File: config.mk
export PLATFORM = sky130hd
export DESIGN_NAME = alu_share_arbiter_flat
export DESIGN_NICKNAME = d
export VERILOG_FILES = /design/src/rtl/alu_share_if.sv /design/src/rtl/alu_share_arbiter.sv /design/src/flat_wrapper.sv
export SDC_FILE = /design/constraint.sdc
export NUM_CORES = 1
export LEC_CHECK = 0
export ABC_AREA = 0
export CAP_MARGIN = 20
export CORE_MARGIN = 10
export CORE_UTILIZATION = 25
export CTS_BUF_LIST = sky130_fd_sc_hd__clkbuf_16
export DETAILED_ROUTE_END_ITERATION = 10
export GPL_TIMING_DRIVEN = 0
export PLACE_DENSITY = 0.54
export SYNTH_ARGS = -nofsm -noshare
export SYNTH_HDL_FRONTEND = slang
export SYNTH_SLANG_ARGS = --single-unit
File: constraint.sdc
create_clock -name clk -period 6.35 [get_ports clk]
set_clock_uncertainty 0.1 [all_clocks]
set_input_delay 0.9525 -clock clk [delete_from_list [all_inputs] [get_ports clk]]
set_output_delay 0.9525 -clock clk [all_outputs]
set_load 0.05 [all_outputs]
File: src/rtl/alu_share_if.sv
// Request/response bundle between two ALU requesters, the shared-ALU arbiter and the result consumer.
interface alu_share_if #(
    parameter int WIDTH = 32
);
    logic             req0_valid;
    logic             req0_ready;
    logic [WIDTH-1:0] req0_in1;
    logic [WIDTH-1:0] req0_in2;
    logic [3:0]       req0_op;

    logic             req1_valid;
    logic             req1_ready;
    logic [WIDTH-1:0] req1_in1;
    logic [WIDTH-1:0] req1_in2;
    logic [3:0]       req1_op;

    logic             rsp_valid;
    logic             rsp_ready;
    logic [WIDTH-1:0] rsp_data;
    logic             rsp_zero;
    logic             rsp_id;
    logic             rsp_err;

    modport slave (
        input  req0_valid, req0_in1, req0_in2, req0_op,
        input  req1_valid, req1_in1, req1_in2, req1_op,
        input  rsp_ready,
        output req0_ready, req1_ready,
        output rsp_valid, rsp_data, rsp_zero, rsp_id, rsp_err
    );

    modport master (
        output req0_valid, req0_in1, req0_in2, req0_op,
        output req1_valid, req1_in1, req1_in2, req1_op,
        output rsp_ready,
        input  req0_ready, req1_ready,
        input  rsp_valid, rsp_data, rsp_zero, rsp_id, rsp_err
    );
endinterface

File: src/rtl/alu_share_arbiter.sv
// Two-port arbiter in front of a single ALU; the result lands in a one-deep register
// tagged with the winning port and drains through a valid/ready response channel.
module alu_share_arbiter #(
    parameter int WIDTH     = 32,
    parameter int PRIO_MODE = 0
) (
    input  logic       clk,
    input  logic       reset,
    alu_share_if.slave bus
);
    localparam logic [3:0] OP_AND = 4'b0000;
    localparam logic [3:0] OP_OR  = 4'b0001;
    localparam logic [3:0] OP_ADD = 4'b0010;
    localparam logic [3:0] OP_SUB = 4'b0110;
    localparam logic [3:0] OP_SLT = 4'b0111;
    localparam logic [3:0] OP_XOR = 4'b1111;
    localparam logic       FIXED_PRIO = (PRIO_MODE != 0);

    typedef enum logic {S_EMPTY = 1'b0, S_FULL = 1'b1} state_t;

    state_t           r_state;
    state_t           w_state_nxt;
    logic             r_rr_ptr;
    logic [WIDTH-1:0] r_data;
    logic             r_zero;
    logic             r_id;
    logic             r_err;

    logic             w_can_accept;
    logic             w_grant0;
    logic             w_grant1;
    logic             w_accept;
    logic             w_sel_id;
    logic [WIDTH-1:0] w_in1;
    logic [WIDTH-1:0] w_in2;
    logic [3:0]       w_op;
    logic [WIDTH-1:0] w_alu_res;
    logic             w_alu_err;

    // MSB of the return value flags an unsupported opcode; the result field is then 0.
    function automatic logic [WIDTH:0] alu_eval(input logic [WIDTH-1:0] a,
                                                input logic [WIDTH-1:0] b,
                                                input logic [3:0]       op);
        logic signed [WIDTH-1:0] sa;
        logic signed [WIDTH-1:0] sb;
        logic [WIDTH:0]          res;
        sa  = a;
        sb  = b;
        res = '0;
        case (op)
            OP_ADD:  res[WIDTH-1:0] = a + b;
            OP_SUB:  res[WIDTH-1:0] = a - b;
            OP_AND:  res[WIDTH-1:0] = a & b;
            OP_OR:   res[WIDTH-1:0] = a | b;
            OP_XOR:  res[WIDTH-1:0] = a ^ b;
            OP_SLT:  res[WIDTH-1:0] = {{(WIDTH-1){1'b0}}, (sa < sb)};
            default: res[WIDTH]     = 1'b1;
        endcase
        return res;
    endfunction

    always_comb begin
        w_can_accept = ~reset & ((r_state == S_EMPTY) | bus.rsp_ready);
        w_grant0     = bus.req0_valid & (~bus.req1_valid | FIXED_PRIO | ~r_rr_ptr);
        w_grant1     = bus.req1_valid & ~w_grant0;
        w_accept     = w_can_accept & (w_grant0 | w_grant1);
        w_sel_id     = w_grant1;
        w_in1        = w_sel_id ? bus.req1_in1 : bus.req0_in1;
        w_in2        = w_sel_id ? bus.req1_in2 : bus.req0_in2;
        w_op         = w_sel_id ? bus.req1_op  : bus.req0_op;
    end

    assign {w_alu_err, w_alu_res} = alu_eval(w_in1, w_in2, w_op);

    assign bus.req0_ready = w_can_accept & w_grant0;
    assign bus.req1_ready = w_can_accept & w_grant1;

    always_ff @(posedge clk or posedge reset) begin
        if (reset) begin
            r_state <= S_EMPTY;
        end else begin
            r_state <= w_state_nxt;
        end
    end

    always_comb begin
        w_state_nxt = r_state;
        case (r_state)
            S_EMPTY: if (w_accept) w_state_nxt = S_FULL;
            S_FULL:  if (bus.rsp_ready & ~w_accept) w_state_nxt = S_EMPTY;
        endcase
    end

    // ALU -> result register boundary
    always_ff @(posedge clk or posedge reset) begin
        if (reset) begin
            r_data   <= '0;
            r_zero   <= 1'b0;
            r_id     <= 1'b0;
            r_err    <= 1'b0;
            r_rr_ptr <= 1'b0;
        end else if (w_accept) begin
            r_data   <= w_alu_res;
            r_zero   <= (w_alu_res == '0);
            r_id     <= w_sel_id;
            r_err    <= w_alu_err;
            r_rr_ptr <= ~w_sel_id;
        end
    end

    assign bus.rsp_valid = (r_state == S_FULL);
    assign bus.rsp_data  = r_data;
    assign bus.rsp_zero  = r_zero;
    assign bus.rsp_id    = r_id;
    assign bus.rsp_err   = r_err;
endmodule
File: src/flat_wrapper.sv
// flat-port wrapper written by rule: the top's interface ports become plain ports
module alu_share_arbiter_flat 
#(
    parameter int WIDTH     = 32,
    parameter int PRIO_MODE = 0
)
  (clk, reset, bus_req0_valid, bus_req0_in1, bus_req0_in2, bus_req0_op, bus_req1_valid, bus_req1_in1, bus_req1_in2, bus_req1_op, bus_rsp_ready, bus_req0_ready, bus_req1_ready, bus_rsp_valid, bus_rsp_data, bus_rsp_zero, bus_rsp_id, bus_rsp_err);
  alu_share_if #(.WIDTH(WIDTH)) bus_i ();
  input  logic clk;
  input  logic reset;
  input wire logic [$bits(bus_i.req0_valid)-1:0] bus_req0_valid;
  input wire logic [$bits(bus_i.req0_in1)-1:0] bus_req0_in1;
  input wire logic [$bits(bus_i.req0_in2)-1:0] bus_req0_in2;
  input wire logic [$bits(bus_i.req0_op)-1:0] bus_req0_op;
  input wire logic [$bits(bus_i.req1_valid)-1:0] bus_req1_valid;
  input wire logic [$bits(bus_i.req1_in1)-1:0] bus_req1_in1;
  input wire logic [$bits(bus_i.req1_in2)-1:0] bus_req1_in2;
  input wire logic [$bits(bus_i.req1_op)-1:0] bus_req1_op;
  input wire logic [$bits(bus_i.rsp_ready)-1:0] bus_rsp_ready;
  output wire logic [$bits(bus_i.req0_ready)-1:0] bus_req0_ready;
  output wire logic [$bits(bus_i.req1_ready)-1:0] bus_req1_ready;
  output wire logic [$bits(bus_i.rsp_valid)-1:0] bus_rsp_valid;
  output wire logic [$bits(bus_i.rsp_data)-1:0] bus_rsp_data;
  output wire logic [$bits(bus_i.rsp_zero)-1:0] bus_rsp_zero;
  output wire logic [$bits(bus_i.rsp_id)-1:0] bus_rsp_id;
  output wire logic [$bits(bus_i.rsp_err)-1:0] bus_rsp_err;
  assign bus_i.req0_valid = bus_req0_valid;
  assign bus_i.req0_in1 = bus_req0_in1;
  assign bus_i.req0_in2 = bus_req0_in2;
  assign bus_i.req0_op = bus_req0_op;
  assign bus_i.req1_valid = bus_req1_valid;
  assign bus_i.req1_in1 = bus_req1_in1;
  assign bus_i.req1_in2 = bus_req1_in2;
  assign bus_i.req1_op = bus_req1_op;
  assign bus_i.rsp_ready = bus_rsp_ready;
  assign bus_req0_ready = bus_i.req0_ready;
  assign bus_req1_ready = bus_i.req1_ready;
  assign bus_rsp_valid = bus_i.rsp_valid;
  assign bus_rsp_data = bus_i.rsp_data;
  assign bus_rsp_zero = bus_i.rsp_zero;
  assign bus_rsp_id = bus_i.rsp_id;
  assign bus_rsp_err = bus_i.rsp_err;
  alu_share_arbiter #(.WIDTH(WIDTH), .PRIO_MODE(PRIO_MODE)) u_core (.clk(clk), .reset(reset), .bus(bus_i));
endmodule
==> results.toml, run 1 <==
[run_status]
run_status = "finished clean"

[place]
detailedPlacementHpwl_um = 32300
port_buffers = 176
preCtsSetupSlack_ns = -1.84
gp_congestion = 0.966
dp_cells = 1761

[sta]
max_slew.worst_pin.slew_ns = 1.02
fin_crit_ns = 6.22
slew-limit-headroom = 0.319
setup_violations = 0
period_share = 0.979
fmaxAchievable_mhz = 161
finalHoldViolCount = 0
post-route-worst-setup-slack_ns = 0.135
total_count_of_max_transition_violations_in_the_final_report = 0

[drt]
route.detailed.vias_per_inst = 5.45
first_iter_violations = 729
routed-via-count = 9666
drc_errors = 0
routed_wirelength_um = 39200
wl_per_cell_um = 22.1
route.antenna.remaining_nets = 0
drt_pre_antenna_iters = 5

[setup_path]
path_max_fanout = 10
crit_path_start_kind = "input port"
cp-end-kind = "flip-flop"
slowest_delay_ns = 0.56
worst_ep_required_time_ns = 6.44
path_class = "input port to flip-flop"
path_cells = "dlygate4sd2_1 -> nor2b_1 -> clkbuf_4 -> nor2_4 -> buf_8 -> clkbuf_2 -> buf_8 -> mux2_2 -> ha_1 -> clkbuf_1 -> nor2b_1 -> nand4_1 -> a211oi_2 -> o31ai_2 -> a41oi_1 -> or2_2 -> o22a_1 -> a21oi_1 -> or4_4 -> o41ai_2"
critical-path-slowest-cell = "sky130_fd_sc_hd__or4_4"
cp_data_arrival_time_ns = 6.30

[grt]
grt_overflow = 0
grt_pass1_vias = 9425
global_route.usage.total = 0.183
grt_antenna_before_repair = 0
pin_count_of_the_biggest_net_entering_global_routing = 38
first_pass_grt_wire_length_um = 58100

[floorplan]
core_region_area_sq_um = 32500
placement_rows = 66
die-width_um = 201
design.die.area_sq_um = 40400
fp.dieH_um = 201
effective_utilization_at_floorplan = 0.253
ioPinCount = 179

[yosys]
synth_top_cells_by_count = "sky130_fd_sc_hd__nand2_1 (120), sky130_fd_sc_hd__ha_1 (103), sky130_fd_sc_hd__inv_1 (99)"
synth_async_sr_flop_share = 1.00
synth_edf_count = 0
synth-seq-cells = 37
yosysWarnings = 0
synth_area_leaders = "sky130_fd_sc_hd__ha_1 (16%), sky130_fd_sc_hd__dfrtp_1 (11%), sky130_fd_sc_hd__mux2_2 (8.8%), sky130_fd_sc_hd__nand2_1 (5.5%), sky130_fd_sc_hd__a21oi_1 (5.1%)"
syn-instance-count = 1142
top_flip_flop_cell_by_instance_count_after_synthesis = "sky130_fd_sc_hd__dfrtp_1"
synth_fp_nets = 1388
synth_area_leader_cell = "sky130_fd_sc_hd__ha_1"
synth.yosys.seq_area_share = 0.113
post-synth-top-area-fraction = 0.157
post_synth_instance_area_sq_um = 8200
post-synth-top-count-cell = "sky130_fd_sc_hd__nand2_1"
synthDistinctLibCells = 86
avgSynthCellArea_sq_um = 7.18

[run]
max_cap_viol_count = 0

[layout]
antenna_cells = 0
areaGrowthSynthToFinish_pct = 34.6
layout.cells.non_filler = 1773
finalNetCount = 1576
fin_util = 0.340
layout-drive-gt1-share = 0.130

[clocking]
worstSkewPairLatency_ns = 0.28
cts.reportedPaths.clkPinSlew_ns = 0.06
clock_tree.buffer_depth = 2
cts_tree = "yes"
root_buffer = "sky130_fd_sc_hd__clkbuf_16"
clock_sink_count = 37
cts.htree.levels = 2
cts_made_buffers = 5

[power_and_ir_drop]
powerDensity_nw_per_um2 = 229
maximum_ir_drop_on_the_vdd_rail_mv = 0.156
total_leakage_power_nw = 4.68

[min_path]
hp-class = "flip-flop to flip-flop"
[final cells by class]
class | instances | area [sq um]
Fill cell | 3475 | 21400
Multi-Input combinational cell | 940 | 6840
Timing Repair Buffer | 184 | 1830
Sequential cell | 37 | 926
Tap cell | 442 | 553
Inverter | 100 | 375
Buffer | 62 | 319
Clock buffer | 5 | 125
Clock inverter | 3 | 68.8
[metrics by stage]
stage | hold slack [ns] | instance area [sq um] | total power (W) | TNS (ns)
floorplan | 0.393 | 8200 | 0.00147 | 0
global placement | 0.360 | 10500 | 0.00209 | -18.82
detailed placement | 0.372 | 10500 | 0.00209 | -17.73
CTS | 0.386 | 10900 | 0.00247 | 0
global route | 0.408 | 11000 | 0.00268 | -0.0144
finish | 0.381 | 11000 | 0.00253 | 0
[metal layers]
layer	track usage	share of wire	wire length (um)
met3	0.0315	0.066	2580
met5	0	0	0
met2	0.289	0.44	17300
met4	0.0495	0.027	1050
met1	0.249	0.47	18300
[path summary, 6_finish.rpt]
path | startpoint | to | slack (ns) | cells after the start
max | bus_req0_valid | u_core.bus.rsp_zero | 0.13 | 20
min | u_core.bus.rsp_id | u_core.bus.rsp_id | 0.38 | 1
max reg2reg | u_core.r_rr_ptr | u_core.bus.rsp_zero | 0.77 | 19
min reg2reg | u_core.bus.rsp_id | u_core.bus.rsp_id | 0.38 | 1
max in group asynchronous | reset | u_core.bus.rsp_data[14] | 4.55 | 2
min in group asynchronous | reset | u_core.bus.rsp_data[5] | 1.07 | 2
[critical path, delay by kind of cell]
kind                       cells  cell delay [ns]
buffers and inverters          6             1.43
muxes                          1             0.39
AOI/OAI and AO/OA              6             1.56
and+or+nand+nor                6             1.65
adders and majority gates      1             0.30
[sequential cells by signal, indices dropped and copies added (netlist names)]
| name | flops |
|---|---|
| u_core.bus.rsp_data | 32 |
| u_core.bus.rsp_err | 1 |
| u_core.bus.rsp_id | 1 |
| u_core.bus.rsp_valid | 1 |
| u_core.bus.rsp_zero | 1 |
| u_core.r_rr_ptr | 1 |
[cells in the final DEF (no fill, tap or decap), drive strengths merged, types with 7 or more instances in the layout]
| master | synthesis | routed |
|---|---|---|
| nand2 | 121 | 121 |
| mux2 | 64 | 64 |
| o21bai | 10 | 10 |
| ha | 103 | 103 |
| a21oi | 85 | 85 |
| clkbuf | 38 | 38 |
| o21a | 7 | 7 |
| inv | 100 | 101 |
| and2 | 14 | 14 |
| clkdlybuf4s50 | 0 | 174 |
| nor4 | 22 | 22 |
| o221ai | 7 | 7 |
| a211oi | 13 | 13 |
| a21o | 14 | 14 |
| a221oi | 10 | 10 |
| a31oi | 18 | 18 |
| nor2b | 13 | 13 |
| a2bb2oi | 9 | 9 |
| dfrtp | 37 | 37 |
| mux2i | 15 | 15 |
| nand3 | 36 | 36 |
| a22oi | 8 | 8 |
| nand4 | 8 | 8 |
| o2111ai | 11 | 11 |
| o21ai | 75 | 75 |
| and3 | 8 | 8 |
| nor2 | 87 | 87 |
| nor3 | 37 | 37 |
| buf | 27 | 37 |
| o31ai | 12 | 12 |
| nand2b | 12 | 12 |
| o211ai | 18 | 18 |
[cell families after synthesis]
logic type               after synthesis  share of synthesized area
AO/OA/AOI/OAI                        366                      0.310
flip-flops                            37                      0.113
buffers and inverters                165                     0.0796
XOR/XNOR                               5                    0.00534
adder cells (fa/ha/maj)              105                      0.162
multiplexers                          79                      0.106
AND/OR/NAND/NOR                      385                      0.224
[report_power, final]
group	internal (W)	switching, W
logic	0.000665	0.00118
registers	0.000297	0.0000472
clock network	0.000227	0.000111
total	0.00119	0.00134
[what timing repair did]
item                       CTS  global route
setup endpoints to repair   22             1
setup buffers                2             5
hold buffers                 0             0
pin swaps                    4            14
resized for setup           38            34
No activity file was read; power rests on OpenSTA's default activity.
==> run 2: changes to the inputs <==
--- a/config.mk
+++ b/config.mk
@@ -13,6 +13,7 @@
 export DETAILED_ROUTE_END_ITERATION = 10
 export GPL_TIMING_DRIVEN = 0
 export PLACE_DENSITY = 0.54
+export SLEW_MARGIN = 20
 export SYNTH_ARGS = -nofsm -noshare
 export SYNTH_HDL_FRONTEND = slang
 export SYNTH_SLANG_ARGS = --single-unit
==> run 2 against run 1 <==
  * Wire length barely moved
  * Via count fell by 0.18%
  * Sequential power barely moved
  * Die area did not move
  * Fmax rose by 1.7%
  * Hold slack got worse by 0.0042 ns
  * Register-to-register slack improved by 0.05 ns
  * Non-clock buffer count fell by 1
  * Combinational power barely moved
  * Critical endpoint unchanged
==> results.toml, run 2 (synthesized netlist as in run 1, its figures left out) <==
[sta]
slew-limit-headroom = 0.326
hold_slack_ns = 0.377
fmaxAchievable_mhz = 164
max_slew.worst_pin.slew_ns = 1.01
period_share = 0.963
fin_crit_ns = 6.11
post-route-worst-setup-slack_ns = 0.237
finalHoldViolCount = 0
setup_repair_after_global_routing_missed_its_margin = "false"
setup_violations = 0
total_count_of_max_transition_violations_in_the_final_report = 0

[clocking]
cts.reportedPaths.clkPinSlew_ns = 0.06
cts_tree = "yes"
worstSkewPairLatency_ns = 0.28
cts_hold_repair.buffers = 0
root_buffer = "sky130_fd_sc_hd__clkbuf_16"
cts.htree.levels = 2
clock_tree.buffer_depth = 2
clock_sink_count = 37
cts_made_buffers = 5

[layout]
finalNetCount = 1575
mostFrequentLayoutCells = "sky130_fd_sc_hd__clkdlybuf4s50_1 (174), sky130_fd_sc_hd__nand2_1 (120), sky130_fd_sc_hd__ha_1 (102)"
final_common_cell = "sky130_fd_sc_hd__clkdlybuf4s50_1"
multi_input_comb_area_sq_um = 6820
number_of_flip_flops_under_the_largest_register_name = 32
layout-drive-gt1-share = 0.126
area.sequential_sq_um = 926
layout.cells.non_filler = 1772
antenna_cells = 0
fill_cells = 3464
areaGrowthSynthToFinish_pct = 34.3
fin_util = 0.339

[place]
gp_congestion = 0.966
detailedPlacementHpwl_um = 32200
preCtsSetupSlack_ns = -1.85
port_buffers = 176
dp_cells = 1761

[grt]
busiest_layer = "met2"
first_pass_grt_wire_length_um = 57900
global_route.usage.total = 0.182
grt_antenna_before_repair = 0
groute.layer.met2.usage = 0.283
pin_count_of_the_biggest_net_entering_global_routing = 34
grt_pass1_vias = 9407
grt_overflow = 0
met3_usage = 0.0305
grtUsageMet1 = 0.250

[floorplan]
fp.dieH_um = 201
core_region_area_sq_um = 32500
die-width_um = 201
placement_rows = 66
ioPinCount = 179
effective_utilization_at_floorplan = 0.253
design.die.area_sq_um = 40400

[run]
max_cap_viol_count = 0

[drt]
routed-via-count = 9649
drc_errors = 0
drt_pre_antenna_iters = 5
wl_per_cell_um = 22.1
routed_wirelength_um = 39200
first_iter_violations = 685
route.antenna.remaining_nets = 0
route.detailed.vias_per_inst = 5.45

[setup_path]
path_max_fanout = 10
cp-end-kind = "flip-flop"
reg2reg_setup_slack_ns = 0.82
timing.rr.end = "u_core.bus.rsp_zero"
timing.rr.start = "u_core.r_rr_ptr"
path_class = "input port to flip-flop"
worst_ep_required_time_ns = 6.43
crit_path_start_kind = "input port"
reg2reg_depth = 16
cp_data_arrival_time_ns = 6.20

[min_path]
hp-class = "flip-flop to flip-flop"
hold-path-endpoint = "u_core.bus.rsp_data[5]"
hold-path-cell-count = 2
hp-start = "u_core.bus.rsp_data[5]"

[run_status]
run_status = "finished clean"

[power_and_ir_drop]
powerDensity_nw_per_um2 = 228
power_w = 0.00252
maximum_ir_drop_on_the_vdd_rail_mv = 0.177
total_leakage_power_nw = 4.68
==> run 2: stage by stage <==
stage	setup TNS [ns]	instance area, sq um
finish	0	11000
global route	0	11000
CTS	0	10900
detailed placement	-18.01	10500
global placement	-18.82	10500
floorplan	0	8200
==> run 2: area by class of cell <==
type / instances / share of cell area
Sequential cell: 37 / 0.0841
Buffer: 62 / 0.0293
Tap cell: 442 / 0.0502
Clock inverter: 3 / 0.00625
Clock buffer: 5 / 0.0114
Multi-Input combinational cell: 940 / 0.619
Timing Repair Buffer: 183 / 0.166
Inverter: 100 / 0.0341
==> run 2: worst max-delay path by stage <==
stage / depth (start not counted) / slack (ns) / start / end
2_1_floorplan: 19 / 0.44 / bus_req0_valid / u_core.bus.rsp_zero
3_5_place_dp: 19 / -1.85 / bus_req1_valid / u_core.bus.rsp_zero
3_3_place_gp: 20 / -1.83 / bus_req0_valid / u_core.bus.rsp_zero
4_1_cts: 21 / 0.06 / bus_req0_valid / u_core.bus.rsp_zero
5_1_grt: 20 / 0.004 / bus_req0_valid / u_core.bus.rsp_zero
6_report: 19 / 0.24 / bus_req0_valid / u_core.bus.rsp_zero
==> run 2: report_power, final <==
group | internal, W | switching [W] | total (W)
clock | 0.000227 | 0.000107 | 0.000333
combinational | 0.000663 | 0.00118 | 0.00184
sequential | 0.000297 | 0.0000474 | 0.000345
==> run 2: layer usage <==
| layer | vias to the layer above | part of all wire | wire length, um |
|---|---|---|---|
| li1 | 4550 | - | - |
| met4 | 0 | 0.033 | 1300 |
| met2 | 450 | 0.43 | 16800 |
| met3 | 63 | 0.073 | 2860 |
| met5 | - | 0 | 0 |
| met1 | 4586 | 0.46 | 18200 |
==> run 2: timing repair <==
action / 4_1_cts / 5_1_grt
gates resized for setup: 39 / 27
endpoints found under the setup margin: 23 / 1
setup buffers: 3 / 3
pin swaps: 4 / 9
==> run 2: worst max-delay path, stage by stage <==
cell	delay, ns
sky130_fd_sc_hd__clkdlybuf4s15_1	0.25
sky130_fd_sc_hd__nor2b_1	0.17
sky130_fd_sc_hd__clkbuf_4	0.18
sky130_fd_sc_hd__nor2_4	0.14
sky130_fd_sc_hd__buf_8	0.16
sky130_fd_sc_hd__clkbuf_4	0.33
sky130_fd_sc_hd__mux2_2	0.41
sky130_fd_sc_hd__ha_1	0.39
sky130_fd_sc_hd__buf_2	0.26
sky130_fd_sc_hd__inv_1	0.16
sky130_fd_sc_hd__a21oi_1	0.26
sky130_fd_sc_hd__a21oi_1	0.24
sky130_fd_sc_hd__o31ai_2	0.41
sky130_fd_sc_hd__a41oi_1	0.23
sky130_fd_sc_hd__or2_2	0.35
sky130_fd_sc_hd__a221oi_1	0.30
sky130_fd_sc_hd__a21oi_1	0.12
sky130_fd_sc_hd__or4_4	0.55
sky130_fd_sc_hd__o41ai_2	0.29
==> run 3: changes to the inputs <==
--- a/config.mk
+++ b/config.mk
@@ -13,6 +13,7 @@
 export DETAILED_ROUTE_END_ITERATION = 10
 export GPL_TIMING_DRIVEN = 0
 export PLACE_DENSITY = 0.54
+export SETUP_SLACK_MARGIN = 0.15
 export SLEW_MARGIN = 20
 export SYNTH_ARGS = -nofsm -noshare
 export SYNTH_HDL_FRONTEND = slang
==> run 3 against run 2 <==
  * Sequential share of layout area fell by 0.067 points
  * Flip-flop and latch count did not move
  * Worst setup slack improved by 0.11 ns
  * Global-route usage barely moved
  * Critical path type unchanged
  * Largest cell class unchanged
  * Largest power group unchanged
==> results.toml, run 3 (synthesized netlist as in run 1, its figures left out) <==
[clocking]
worstSkewPairLatency_ns = 0.28
cts.htree.levels = 2
root_buffer = "sky130_fd_sc_hd__clkbuf_16"
cts_made_buffers = 5
cts.reportedPaths.clkPinSlew_ns = 0.06
cts_tree = "yes"
cts_hold_repair.buffers = 0
clock_tree.buffer_depth = 2
clock_sink_count = 37

[power_and_ir_drop]
maximum_ir_drop_on_the_vdd_rail_mv = 0.177
power_w = 0.00254
total_leakage_power_nw = 4.72
powerDensity_nw_per_um2 = 228

[setup_path]
crit_path_start_kind = "input port"
reg2reg_depth = 16
path_max_fanout = 10
reg2reg_setup_slack_ns = 0.76
setup.worst_path.start = "bus_req1_valid"
timing.rr.start = "u_core.r_rr_ptr"
worst_ep_required_time_ns = 6.43
cp-end-kind = "flip-flop"
cp_data_arrival_time_ns = 6.09
timing.rr.end = "u_core.bus.rsp_zero"
path_class = "input port to flip-flop"

[grt]
busiest_layer = "met2"
pin_count_of_the_biggest_net_entering_global_routing = 34
first_pass_grt_wire_length_um = 58000
grt_overflow = 0
global_route.usage.total = 0.182
grt_pass1_vias = 9444
groute.layer.met2.usage = 0.283
grtUsageMet1 = 0.251
grt_antenna_before_repair = 0
met3_usage = 0.0305

[sta]
period_share = 0.946
fmaxAchievable_mhz = 166
setup_repair_after_global_routing_missed_its_margin = "false"
finalHoldViolCount = 0
post-route-worst-setup-slack_ns = 0.343
total_count_of_max_transition_violations_in_the_final_report = 0
max_slew.worst_pin.slew_ns = 1.05
fin_crit_ns = 6.01
slew-limit-headroom = 0.298
fin_setup_tns_ns = 0
setup_violations = 0

[min_path]
hp-class = "flip-flop to flip-flop"
hold-path-endpoint = "u_core.bus.rsp_data[5]"
hp-start = "u_core.bus.rsp_data[5]"
hold-path-cell-count = 2

[layout]
final_common_cell = "sky130_fd_sc_hd__clkdlybuf4s50_1"
fill_cells = 3475
mostFrequentLayoutCells = "sky130_fd_sc_hd__clkdlybuf4s50_1 (174), sky130_fd_sc_hd__nand2_1 (119), sky130_fd_sc_hd__ha_1 (101)"
layout-drive-gt1-share = 0.137
number_of_flip_flops_under_the_largest_register_name = 32
areaGrowthSynthToFinish_pct = 35.4
area.sequential_sq_um = 926
multi_input_comb_area_sq_um = 6870
antenna_cells = 0
finalNetCount = 1580
fin_util = 0.342

[floorplan]
effective_utilization_at_floorplan = 0.253
fp.dieH_um = 201
design.die.area_sq_um = 40400
ioPinCount = 179
placement_rows = 66
die-width_um = 201
core_region_area_sq_um = 32500

[drt]
routed_wirelength_um = 39300
first_iter_violations = 723
routed-via-count = 9695
drt_pre_antenna_iters = 5
wl_per_cell_um = 22.1
drc_errors = 0
route.detailed.vias_per_inst = 5.46
route.antenna.remaining_nets = 0

[place]
detailedPlacementHpwl_um = 32200
gp_congestion = 0.966
preCtsSetupSlack_ns = -1.85
port_buffers = 176

[run]
max_cap_viol_count = 0

[run_status]
run_status = "finished clean"
## run 3: changes by cell type in the layout (fill, tap and decap cells not counted), sizes merged
cell           change
clkdlybuf4s15      -1
buf                +5
clkbuf             +1
## run 3: metal layers
layer	up-vias	part of all wire
li1	4569	-
met1	4610	0.46
met2	451	0.43
met3	65	0.075
met4	0	0.033
met5	-	0
## run 3: area by class of cell
type,instances,area share
Sequential cell,37,0.0834
Multi-Input combinational cell,940,0.619
Timing Repair Buffer,185,0.165
Inverter,100,0.0338
Buffer,65,0.0313
Clock buffer,5,0.0113
Tap cell,442,0.0498
Clock inverter,3,0.00620
## run 3: worst max-delay path by stage
stage,end,cells after the start
2_1_floorplan,u_core.bus.rsp_zero,19
3_3_place_gp,u_core.bus.rsp_zero,20
3_5_place_dp,u_core.bus.rsp_zero,19
4_1_cts,u_core.bus.rsp_zero,20
5_1_grt,u_core.bus.rsp_zero,18
6_report,u_core.bus.rsp_zero,19
## run 3: timing repair
action / 4_1_cts / 5_1_grt
setup endpoints to repair: 23 / 1
setup buffers: 5 / 3
cloned: 0 / 0
pin swaps: 4 / 10
gates resized for setup: 48 / 42
## run 3: through the flow
stage / std cells / hold WS [ns] / area (sq um)
floorplan: 1142 / 0.393 / 8200
global placement: 1760 / 0.360 / 10500
detailed placement: 1761 / 0.364 / 10500
finish: 1777 / 0.375 / 11100
global route: 1777 / 0.405 / 11100
CTS: 1774 / 0.380 / 10900
## run 3: report_power, final
| part | total (W) | leakage (nW) | internal (W) | switching (W) |
|---|---|---|---|---|
| Combinational | 0.00186 | 4.16 | 0.000674 | 0.00119 |
| Clock | 0.000334 | 0.0944 | 0.000227 | 0.000107 |
| Sequential | 0.000344 | 0.467 | 0.000297 | 0.0000473 |
## run 3: worst max-delay path, stage by stage
cell and delay (ns):
sky130_fd_sc_hd__dlygate4sd2_1 0.38, sky130_fd_sc_hd__inv_2 0.16, sky130_fd_sc_hd__nor2_4 0.14, sky130_fd_sc_hd__buf_8 0.15, sky130_fd_sc_hd__buf_4 0.13, sky130_fd_sc_hd__clkbuf_2 0.30, sky130_fd_sc_hd__mux2_2 0.40, sky130_fd_sc_hd__ha_1 0.33
sky130_fd_sc_hd__clkbuf_2 0.23, sky130_fd_sc_hd__nor4_1 0.36, sky130_fd_sc_hd__nand4_1 0.27, sky130_fd_sc_hd__a21oi_1 0.53, sky130_fd_sc_hd__o31ai_2 0.19, sky130_fd_sc_hd__a41oi_1 0.29, sky130_fd_sc_hd__or2_2 0.19, sky130_fd_sc_hd__o22a_1 0.13
sky130_fd_sc_hd__a21oi_1 0.10, sky130_fd_sc_hd__or4_4 0.55, sky130_fd_sc_hd__o41ai_2 0.29
